<file path="src/rtl/muldiv_iter.sv">
// Iterative RV32M/RV64M multiply/divide unit: one bit per cycle over a fixed
// Width-cycle busy phase, with valid/ready handshakes on both sides.
module muldiv_iter #(
    parameter int Width = 32
) (
    input  logic             clk_i,
    input  logic             rst_i,
    input  logic             flush_i,
    input  logic             valid_i,
    output logic             ready_o,
    input  logic [2:0]       funct3_i,
    input  logic [Width-1:0] a_i,
    input  logic [Width-1:0] b_i,
    output logic             valid_o,
    input  logic             ready_i,
    output logic [Width-1:0] res_o
);
    localparam int CW = $clog2(Width);
    localparam logic [CW-1:0] CntLoad = CW'(Width - 1);

    typedef enum logic [1:0] {
        S_IDLE,
        S_BUSY,
        S_DONE
    } state_t;

    state_t           state_q, state_d;
    logic [CW-1:0]    cnt_q;
    logic [2:0]       op_q;
    logic             neg_q;
    logic [Width-1:0] hi_q, lo_q, mcand_q;
    logic [Width-1:0] hi_d, lo_d;

    logic             a_sgn, b_sgn, sa, sb, b_zero, neg_acc;
    logic [Width-1:0] mag_a, mag_b;
    logic             accept, last;

    logic [Width:0]   sum, shifted;
    logic [Width-1:0] diff;

    // Sign correction of the final magnitudes and selection of the result half.
    function automatic logic [Width-1:0] final_result(input logic [2:0] op, input logic neg,
                                                      input logic [Width-1:0] hi,
                                                      input logic [Width-1:0] lo);
        logic [2*Width-1:0] prod;
        prod = neg ? -{hi, lo} : {hi, lo};
        if (!op[2]) return (op == 3'd0) ? prod[Width-1:0] : prod[2*Width-1:Width];
        if (op[1]) return neg ? -hi : hi;
        return neg ? -lo : lo;
    endfunction

    always_comb begin
        a_sgn  = (funct3_i != 3'd3) && (funct3_i != 3'd5) && (funct3_i != 3'd7);
        b_sgn  = a_sgn && (funct3_i != 3'd2);
        sa     = a_sgn & a_i[Width-1];
        sb     = b_sgn & b_i[Width-1];
        mag_a  = sa ? -a_i : a_i;
        mag_b  = sb ? -b_i : b_i;
        b_zero = (b_i == '0);
        // Division by zero must yield all ones regardless of the dividend sign.
        if (!funct3_i[2])    neg_acc = sa ^ sb;
        else if (funct3_i[1]) neg_acc = sa;
        else                  neg_acc = (sa ^ sb) & ~b_zero;
    end

    assign accept  = (state_q == S_IDLE) && valid_i && !flush_i;
    assign last    = (state_q == S_BUSY) && (cnt_q == '0) && !flush_i;
    assign ready_o = (state_q == S_IDLE);
    assign valid_o = (state_q == S_DONE);

    // hi/lo form a shift-right product accumulator for multiply and a
    // shift-left remainder/quotient pair for restoring division.
    always_comb begin
        sum     = {1'b0, hi_q} + {1'b0, (lo_q[0] ? mcand_q : '0)};
        shifted = {hi_q, lo_q[Width-1]};
        diff    = shifted[Width-1:0] - mcand_q;
        if (op_q[2]) begin
            if (shifted >= {1'b0, mcand_q}) begin
                hi_d = diff;
                lo_d = {lo_q[Width-2:0], 1'b1};
            end else begin
                hi_d = shifted[Width-1:0];
                lo_d = {lo_q[Width-2:0], 1'b0};
            end
        end else begin
            hi_d = sum[Width:1];
            lo_d = {sum[0], lo_q[Width-1:1]};
        end
    end

    always_comb begin
        state_d = state_q;
        case (state_q)
            S_IDLE:  if (valid_i && !flush_i) state_d = S_BUSY;
            S_BUSY: begin
                if (flush_i)            state_d = S_IDLE;
                else if (cnt_q == '0)   state_d = S_DONE;
            end
            S_DONE:  if (flush_i || ready_i) state_d = S_IDLE;
            default: state_d = S_IDLE;
        endcase
    end

    always_ff @(posedge clk_i or posedge rst_i) begin
        if (rst_i) begin
            state_q <= S_IDLE;
            cnt_q   <= '0;
            res_o   <= '0;
        end else begin
            state_q <= state_d;
            if (accept)
                cnt_q <= CntLoad;
            else if ((state_q == S_BUSY) && (cnt_q != '0))
                cnt_q <= cnt_q - 1'b1;
            if (last)
                res_o <= final_result(op_q, neg_q, hi_d, lo_d);
        end
    end

    always_ff @(posedge clk_i) begin
        if (accept) begin
            op_q    <= funct3_i;
            neg_q   <= neg_acc;
            mcand_q <= mag_b;
            lo_q    <= mag_a;
            hi_q    <= '0;
        end else if (state_q == S_BUSY) begin
            hi_q <= hi_d;
            lo_q <= lo_d;
        end
    end

endmodule

</file>
<file path="config.mk">
export PLATFORM = sky130hd
export DESIGN_NAME = muldiv_iter
export DESIGN_NICKNAME = d
export VERILOG_FILES = /design/src/rtl/muldiv_iter.sv
export SDC_FILE = /design/constraint.sdc
export NUM_CORES = 1
export LEC_CHECK = 0
export BUFFER_PORTS_ARGS = -buffer_cell sky130_fd_sc_hd__buf_2
export CORE_MARGIN = 1
export CORE_UTILIZATION = 31
export DETAILED_ROUTE_END_ITERATION = 12
export PLACE_DENSITY_LB_ADDON = 0.15
export REMOVE_ABC_BUFFERS = 1
export SKIP_CTS_REPAIR_TIMING = 1
export SYNTH_ARGS = -nofsm -noshare
export SYNTH_HDL_FRONTEND = slang
export SYNTH_SLANG_ARGS = --single-unit
</file>
<file path="constraint.sdc">
create_clock -name clk_i -period 4.3 [get_ports clk_i]
set_clock_uncertainty 0.1 [all_clocks]
set_input_delay 1.29 -clock clk_i [delete_from_list [all_inputs] [get_ports clk_i]]
set_output_delay 1.29 -clock clk_i [all_outputs]
set_load 0.01 [all_outputs]
</file>
==> results of run 1 <==
cells in the mapped netlist, drive strengths merged, types with 16 or more instances:
library cell	instances	area share
nand2	205	0.054
nor2	194	0.051
a21oi	169	0.059
o21ai	162	0.057
xnor2	95	0.058
inv	79	0.021
xor2	79	0.048
clkbuf	71	0.019
ha	70	0.061
edfxtp	68	0.14
nor3	44	0.018
dfrtp	39	0.068
mux2i	34	0.024
dfxtp	32	0.045
o31ai	31	0.017
nand3	30	0.011
a31oi	28	0.013
buf	28	0.0097
a21o	25	0.013
o211ai	23	0.013
nand2b	22	0.0096
nand4	22	0.011
nor4	22	0.011
a211oi	21	0.011
a22o	16	0.0097
o21a	16	0.0083
area by class of cell:
type	instances	share of cell area
Inverter	81	0.0152
Tap cell	600	0.0372
Timing Repair Buffer	591	0.213
Sequential cell	139	0.182
Clock inverter	14	0.00639
Multi-Input combinational cell	1535	0.526
Clock buffer	18	0.0213
routing by layer:
metal | GRT usage | vias up | routed length [µm]
met5 | 0 | - | 0
met4 | 0.0775 | 0 | 1250
met3 | 0.0328 | 63 | 2410
met2 | 0.421 | 372 | 28200
met1 | 0.334 | 7761 | 27100
li1 | - | 7866 | -
critical path, stage by stage, from the launching register on:
cell and delay (ps):
edfxtp_1 370, inv_2 50, ha_2 210, buf_4 130, nand2b_1 150, a211o_1 330
a2111o_1 490, a31o_4 290, buf_12 150, a2111oi_4 330, a311o_2 200, nand4b_4 170
buf_4 200, nor3_4 280, buf_4 170, a31oi_1 100, buf_4 150, o31a_1 230
o22ai_1 110, buf_4 160, o21ai_0 70
flip-flops by register name, summed over array words and instances, names as in the netlist:
register,flops
lo_q,32
res_o,32
op_q,3
neg_q,1
state_q,2
hi_q,32
cnt_q,5
mcand_q,32
power breakdown:
part	internal [mW]	switching, mW
Clock	0.758	0.719
Combinational	4.12	4.66
Sequential	1.75	0.297
Total	6.63	5.68
worst paths after layout:
path                            from         to  slack [ps]  cells past startpoint
max                         lo_q[31]  res_o[18]        -320                     20
min reg2reg                res_o[24]  res_o[24]         370                      2
min in group asynchronous      rst_i   cnt_q[2]         920                      2
min                        res_o[24]  res_o[24]         370                      2
max in group asynchronous      rst_i  res_o[16]        2540                      2
max reg2reg                 lo_q[31]  res_o[18]        -320                     20
logic make-up (layout without fill, tap and decap cells):
kind of cell / Yosys count / in the layout / synth area share
compound gates: 620 / 620 / 0.284
simple gates: 620 / 620 / 0.206
buf+inv: 180 / 704 / 0.0495
xor+xnor: 174 / 174 / 0.106
flops: 139 / 139 / 0.254
fa+ha+maj: 72 / 72 / 0.0636
mux: 49 / 49 / 0.0362
per-stage QoR:
| step | setup slack, ps | area (µm²) | cells | util | power [mW] |
|---|---|---|---|---|---|
| floorplan | -2550 | 14000 | 1755 | - | 6.08 |
| CTS | -572 | 19400 | 2953 | 0.425 | 11.8 |
| detailed placement | -527 | 18800 | 2921 | 0.413 | 10.2 |
| global route | -520 | 20200 | 2978 | 0.442 | 13.2 |
| finish | -322 | 20200 | 2978 | 0.442 | 12.3 |
| global placement | -524 | 18800 | 2921 | 0.413 | 10.2 |
==> impl_metrics.csv, run 1 <==
group,metric,value,unit
timing,rsz0062_at_grt,"true",
floorplanning,die_y,217,µm
timing,fin_hold_ws,371,ps
detailed_routing,routedWlPerCell,19.8,µm
grt,antenna_found_initial,1,
logic_synthesis,ys_seq_elements,139,
logic_synthesis,synthDistinctLibCells,103,
clock_network,cts_buffers,17,
layout,multi_input_area,0.0106,mm²
setup_path,required,4530,ps
layout,fill_cells,4592,
floorplanning,dieArea,0.0473,mm²
timing,final-max-slew-violation-count,0,
power_and_ir_drop,vdd_drop_max,0.282,mV
grt,grt_usage,0.252,
clock_network,cts_tree,"yes",
power_and_ir_drop,leakage,8.79,nW
timing,finalHoldViolations,0,
clock_network,clock_latency,500,ps
layout,final-seq-area,0.00366,mm²
min_path,min_path_type,"reg2reg",
timing,fin_ws,-322,ps
clock_network,clock_path_buffers,2,
clock_network,h-tree-depth,4,
floorplanning,initial_core_util,0.316,
detailed_routing,drt_wl_total,59.0,mm
logic_synthesis,synth.yosys.seq_area_share,0.254,
layout,diodes,0,
grt,grt_max_degree,71,
timing,timing.setup.tns,-3920,ps
logic_synthesis,synth-main-ff-cell,"edfxtp_1",
logic_synthesis,syn_area,0.0144,mm²
placement,port_buffers,105,
timing,fin_crit_sh,1.07,
layout,drive_above_1_share,0.326,
setup_path,cp.arrival,4850,ps
timing,worst_pin_slew,983,ps
setup_path,critPathMaxFanout,8,
detailed_routing,vias,16100,
run_status,violations,"negative setup slack",
clock_network,cts_root_buf,"clkbuf_16",
clock_network,clkSinkCount,139,
power_and_ir_drop,p_per_area,610,mW/mm²
layout,syn_to_final_growth,40.1,%
floorplanning,rows,78,
detailed_routing,drc,0,
setup_path,end_kind,"register",
logic_synthesis,syn_area_per_cell,7.76,µm²
detailed_routing,drtPass1Iterations,6,
logic_synthesis,syn-instance-count,1854,
run,maxCapViolations,0,
layout,final_cell_mix,"buf_4 (470), nand2_1 (197), nor2_1 (190)",
setup_path,critical_path_class,"reg2reg",
run_status,status,"complete, but fails checks",
logic_synthesis,ys_warn_count,0,
placement,dp_hpwl,47.4,mm
layout,mostFrequentLayoutCell,"buf_4",
timing,relSlewSlack,0.344,
layout,nets,2509,
detailed_routing,viasPerCell,5.39,
floorplanning,coreArea,0.0456,mm²
timing,setup_viol_count_final,19,
placement,gp_congestion,0.971,
grt,grt_pass1_vias,15700,
timing,period_needed,4620,ps
setup_path,setup.worst_path.start_class,"register",
detailed_routing,ant_nets,0,
floorplanning,pin_count,106,
clock_network,path_clk_slew,70,ps
grt,grt_pass1_wl,89.9,mm
detailed_routing,drtIter0Drc,1204,
logic_synthesis,synth_edf_count,68,
grt,overflow,0,
logic_synthesis,synthArstFlopShare,0.281,
timing,fmax,216,MHz
floorplanning,fp.dieW,217,µm
(Power assumes the default switching activity.)
==> inputs of run 2 (changes only) <==
Settings changed: CORE_UTILIZATION 31 to 55.
==> run 2 against run 1 <==
The flow still finishes with violations (negative setup slack). Clock power up 10%. Global-route usage increased by 16 points. Largest power group unchanged. Sequential share of layout area rose by 0.72 points. Sequential power barely moved. Count of clock-buffer cells in the layout fell by 1. First-iteration DRC count up 84%. Largest cell class unchanged. Core utilization up 32 points. Critical path type unchanged.
==> impl_metrics.csv, run 2 (same netlist as run 1, synthesis figures left out) <==
group,metric,value,unit
layout,fill_cells,1959,
grt,grt_usage,0.408,
floorplanning,initial_core_util,0.567,
clock_network,cts_buffers,17,
detailed_routing,drt_wl_total,55.9,mm
timing,fin_crit_sh,1.09,
power_and_ir_drop,p_per_area,633,mW/mm²
layout,final_cell_mix,"buf_4 (409), nand2_1 (196), nor2_1 (190)",
floorplanning,rows,58,
grt,grt_max_degree,95,
grt,overflow,0,
layout,diodes,0,
timing,rsz0062_at_grt,"true",
min_path,whs_endpoint,"res_o[11]",
floorplanning,die_y,164,µm
timing,finalHoldViolations,0,
detailed_routing,ant_nets,0,
layout,syn_to_final_growth,34.7,%
timing,period_needed,4680,ps
clock_network,cts_root_buf,"clkbuf_16",
layout,mostFrequentLayoutCell,"buf_4",
timing,fin_ws,-384,ps
grt,antenna_found_initial,1,
floorplanning,dieArea,0.0268,mm²
detailed_routing,drtPass1Iterations,7,
placement,dp_hpwl,43.0,mm
detailed_routing,viasPerCell,6.37,
min_path,min_path_type,"reg2reg",
run_status,status,"complete, but fails checks",
setup_path,required,4530,ps
grt,grt_pass1_wl,83.8,mm
min_path,min_path_cells,2,
clock_network,clock_path_buffers,2,
floorplanning,coreArea,0.0254,mm²
setup_path,reg2reg_from,"mcand_q[26]",
detailed_routing,routedWlPerCell,21.1,µm
layout,post-route-util,0.763,
grt,grt_pass1_vias,15800,
timing,setup_viol_count_final,23,
setup_path,timing.rr.end,"res_o[27]",
timing,final-max-slew-violation-count,0,
detailed_routing,drc,0,
timing,fmax,214,MHz
floorplanning,fp.dieW,164,µm
setup_path,end_kind,"register",
placement,port_buffers,105,
setup_path,setup.worst_path.start_class,"register",
timing,timing.setup.tns,-4190,ps
setup_path,cp.arrival,4920,ps
min_path,hold_start,"res_o[11]",
timing,worst_pin_slew,1120,ps
power_and_ir_drop,leakage,8.48,nW
clock_network,path_clk_slew,80,ps
power_and_ir_drop,vdd_drop_max,0.413,mV
setup_path,critPathMaxFanout,7,
run_status,violations,"negative setup slack",
clock_network,h-tree-depth,4,
clock_network,clock_latency,450,ps
setup_path,rr_worst_depth,20,
detailed_routing,drtIter0Drc,2210,
layout,nets,2448,
placement,gp_congestion,1.03,
clock_network,cts_tree,"yes",
layout,drive_above_1_share,0.307,
timing,relSlewSlack,0.255,
clock_network,clkSinkCount,139,
setup_path,critical_path_class,"reg2reg",
setup_path,rrSetupSlack,-380,ps
detailed_routing,vias,16900,
floorplanning,pin_count,106,
run,maxCapViolations,0,
run 2: changes by cell type in the layout (fill, tap and decap cells not counted), sizes merged:
| cell | before | now |
|---|---|---|
| buf | 591 | 530 |
| bufinv | 0 | 1 |
| clkinv | 7 | 5 |
| clkbuf | 18 | 17 |
| inv | 87 | 89 |
run 2: layout make-up:
type                       count  area (µm²)  area share
timing repair buffer         530        3810       0.197
clock buffer                  17         425      0.0219
clock inverter                15         194      0.0100
sequential                   139        3660       0.189
multi-input combinational   1535       10600       0.546
inverter                      81         304      0.0157
tap                          330         413      0.0213
run 2: how the worst max path moves through the flow:
| stage | startpoint | to | slack, ps |
|---|---|---|---|
| floorplan | op_q[2] | res_o[17] | -2550 |
| global placement | lo_q[0] | res_o[28] | -330 |
| detailed placement | lo_q[0] | res_o[31] | -470 |
| CTS | lo_q[0] | res_o[31] | -500 |
| global route | mcand_q[26] | res_o[27] | -510 |
| finish | mcand_q[26] | res_o[27] | -380 |
run 2: through the flow:
step	cells	cell area [µm²]	hold WS [ps]	power [mW]	setup WS (ps)
floorplan	1755	14000	363	6.08	-2550
global placement	2591	18000	356	9.71	-326
detailed placement	2591	18000	368	9.84	-469
CTS	2623	18600	389	11.5	-500
global route	2647	19400	404	12.9	-507
finish	2647	19400	378	12.3	-384
run 2: routing by layer:
layer | vias to the layer above | global-route usage | part of all wire
li1 | 7757 | - | -
met1 | 7904 | 0.539 | 0.41
met2 | 994 | 0.654 | 0.45
met3 | 203 | 0.0712 | 0.099
met4 | 0 | 0.173 | 0.044
met5 | - | 0 | 0
run 2: where the power goes:
| group | switching [mW] | leakage (nW) | internal, mW |
|---|---|---|---|
| sequential | 0.295 | 1.37 | 1.75 |
| clock | 0.782 | 0.300 | 0.844 |
| combinational | 4.67 | 6.81 | 3.93 |
| total | 5.75 | 8.48 | 6.52 |
run 2: critical path, stage by stage (launching register included):
cell	delay, ps
edfxtp_1	330
inv_1	90
ha_4	300
nand4_1	180
nor4_2	300
buf_4	170
o211ai_1	80
buf_4	160
buf_4	130
a31oi_4	280
buf_6	140
nor3_2	50
a221oi_4	310
nor4b_4	310
nand2_2	110
or4_1	560
buf_6	180
o31ai_4	240
xnor2_1	160
o221ai_1	160
o22a_1	200
==> inputs of run 3 (changes only) <==
Settings changed: GPL_TIMING_DRIVEN from default to 0.
==> run 3 against run 2 <==
The run still ends with negative setup slack left. Final cell count shrank 10%. Combinational power is 11% lower. Clock power is essentially flat. Global-route usage decreased by 5.6 points. Die area stayed put. Worst setup slack worse by 130 ps. Critical endpoint is now res_o[17].
==> impl_metrics.csv, run 3 (same netlist as run 1, synthesis figures left out) <==
group,metric,value,unit
run_status,status,"complete, but fails checks",
run_status,violations,"negative setup slack",
grt,grt_max_degree,48,
layout,syn_to_final_growth,27.5,%
power_and_ir_drop,intPower,5.72,mW
setup_path,end_kind,"register",
timing,final-max-slew-violation-count,0,
timing,rsz0062_at_grt,"true",
power_and_ir_drop,netSwitchingFraction,0.501,
detailed_routing,drt_wl_total,54.5,mm
timing,fmax,208,MHz
timing,setup_viol_count_final,24,
detailed_routing,ant_nets,0,
power_and_ir_drop,combPwrFrac,0.670,
floorplanning,die_y,164,µm
power_and_ir_drop,sequentialPowerShare,0.188,
setup_path,timing.rr.end,"res_o[17]",
detailed_routing,drc,0,
timing,fin_crit_sh,1.12,
setup_path,rr_worst_depth,17,
timing,relSlewSlack,0.151,
timing,worst_pin_slew,1270,ps
timing,fin_ws,-513,ps
detailed_routing,vias,16000,
layout,fill_cells,2006,
min_path,min_path_cells,1,
timing,period_needed,4810,ps
power_and_ir_drop,vdd_drop_max,0.403,mV
run,maxCapViolations,0,
power_and_ir_drop,p_sw,5.73,mW
placement,port_buffers,105,
timing,finalHoldViolations,0,
floorplanning,pin_count,106,
setup_path,startpoint,"lo_q[0]",
layout,final_cell_mix,"nand2_1 (193), nor2_1 (179), a21oi_1 (147)",
setup_path,critPathCapture,"res_o[17]",
layout,mostFrequentLayoutCell,"nand2_1",
placement,dp_hpwl,36.5,mm
grt,grt_pass1_wl,72.6,mm
floorplanning,rows,58,
clock_network,clock_path_buffers,2,
clock_network,cts_buffers,17,
layout,design_area,0.0184,mm²
clock_network,clock_latency,440,ps
layout,diodes,0,
setup_path,critical_path_class,"reg2reg",
clock_network,path_clk_slew,80,ps
floorplanning,initial_core_util,0.567,
layout,drive_above_1_share,0.257,
placement,gp_congestion,0.949,
setup_path,reg2reg_from,"lo_q[0]",
grt,grt_pass1_vias,13300,
layout,nets,2172,
power_and_ir_drop,clkPwrFrac,0.142,
placement,postPlaceCellArea,0.0152,mm²
clock_network,clkSinkCount,139,
grt,overflow,0,
power_and_ir_drop,p_total,11.4,mW
detailed_routing,viasPerCell,6.75,
min_path,min_path_type,"reg2reg",
detailed_routing,routedWlPerCell,23.0,µm
floorplanning,dieArea,0.0268,mm²
detailed_routing,drtPass1Iterations,8,
clock_network,cts_root_buf,"clkbuf_16",
setup_path,cp.arrival,5010,ps
layout,multi_input_area,0.0114,mm²
grt,antenna_found_initial,0,
layout,final-seq-area,0.00366,mm²
floorplanning,fp.dieW,164,µm
power_and_ir_drop,p_per_area,624,mW/mm²
setup_path,required,4490,ps
floorplanning,coreArea,0.0254,mm²
power_and_ir_drop,leakage,7.38,nW
setup_path,rrSetupSlack,-510,ps
setup_path,setup.worst_path.start_class,"register",
grt,grt_usage,0.352,
clock_network,h-tree-depth,4,
detailed_routing,drtIter0Drc,1994,
clock_network,cts_tree,"yes",
setup_path,critPathMaxFanout,6,
-- run 3: through the flow --
| step | utilization | hold WS (ps) | setup WS, ps | setup TNS, ps | instances |
|---|---|---|---|---|---|
| 2_1_floorplan | - | 363 | -2550 | -172970 | 1755 |
| 3_3_place_gp | 0.587 | 357 | -6000 | -542570 | 2190 |
| 3_5_place_dp | 0.598 | 361 | -2080 | -100320 | 2200 |
| 4_1_cts | 0.622 | 378 | -2100 | -77830 | 2232 |
| 5_1_grt | 0.723 | 399 | -676 | -10850 | 2371 |
| 6_report | 0.723 | 372 | -513 | -7790 | 2371 |
-- run 3: final cells by class --
class | instances | area share
tap | 330 | 0.0225
inverter | 81 | 0.0172
sequential | 139 | 0.199
clock buffer | 17 | 0.0232
clock inverter | 15 | 0.0102
timing repair buffer | 246 | 0.105
multi-input combinational | 1540 | 0.621
timing repair inverter | 3 | 0.00123
-- run 3: worst min-delay path by stage --
stage                         start         to  slack, ps
final                     res_o[15]  res_o[15]        370
after detailed placement  res_o[15]  res_o[15]        360
after global routing      res_o[15]  res_o[15]        400
after CTS                 res_o[31]  res_o[31]        380
after floorplan            hi_q[22]   hi_q[22]        360
after global placement    res_o[11]  res_o[11]        360
-- run 3: power groups by stage --
stage / clock network (mW) / logic, mW / registers, mW
after detailed placement: 0 / 5.53 / 2.12
after CTS: 1.61 / 5.57 / 2.10
final: 1.63 / 7.66 / 2.15
after floorplan: 0 / 4.02 / 2.07
after global routing: 1.67 / 8.08 / 2.18
after global placement: 0 / 5.41 / 2.14
-- run 3: per-layer routing --
layer	wire [µm]	vias to the layer above	track usage
li1	-	7192	-
met1	22200	7617	0.488
met2	24500	988	0.543
met3	5760	211	0.0692
met4	2080	0	0.126
met5	0	-	0
-- run 3: critical path, stage by stage, from the launching register on --
cell        delay (ps)
edfxtp_1           510
clkinvlp_4         250
buf_6              170
nor2_4             100
ha_4               220
a21o_1             190
a311o_1            400
a22oi_2            320
o21ai_2            100
xor2_1             190
a221oi_4           360
nor4b_4            340
nand2_2            100
or4_4              530
o21ai_4            210
xnor2_2            110
a221oi_4           380
o21ai_1             90
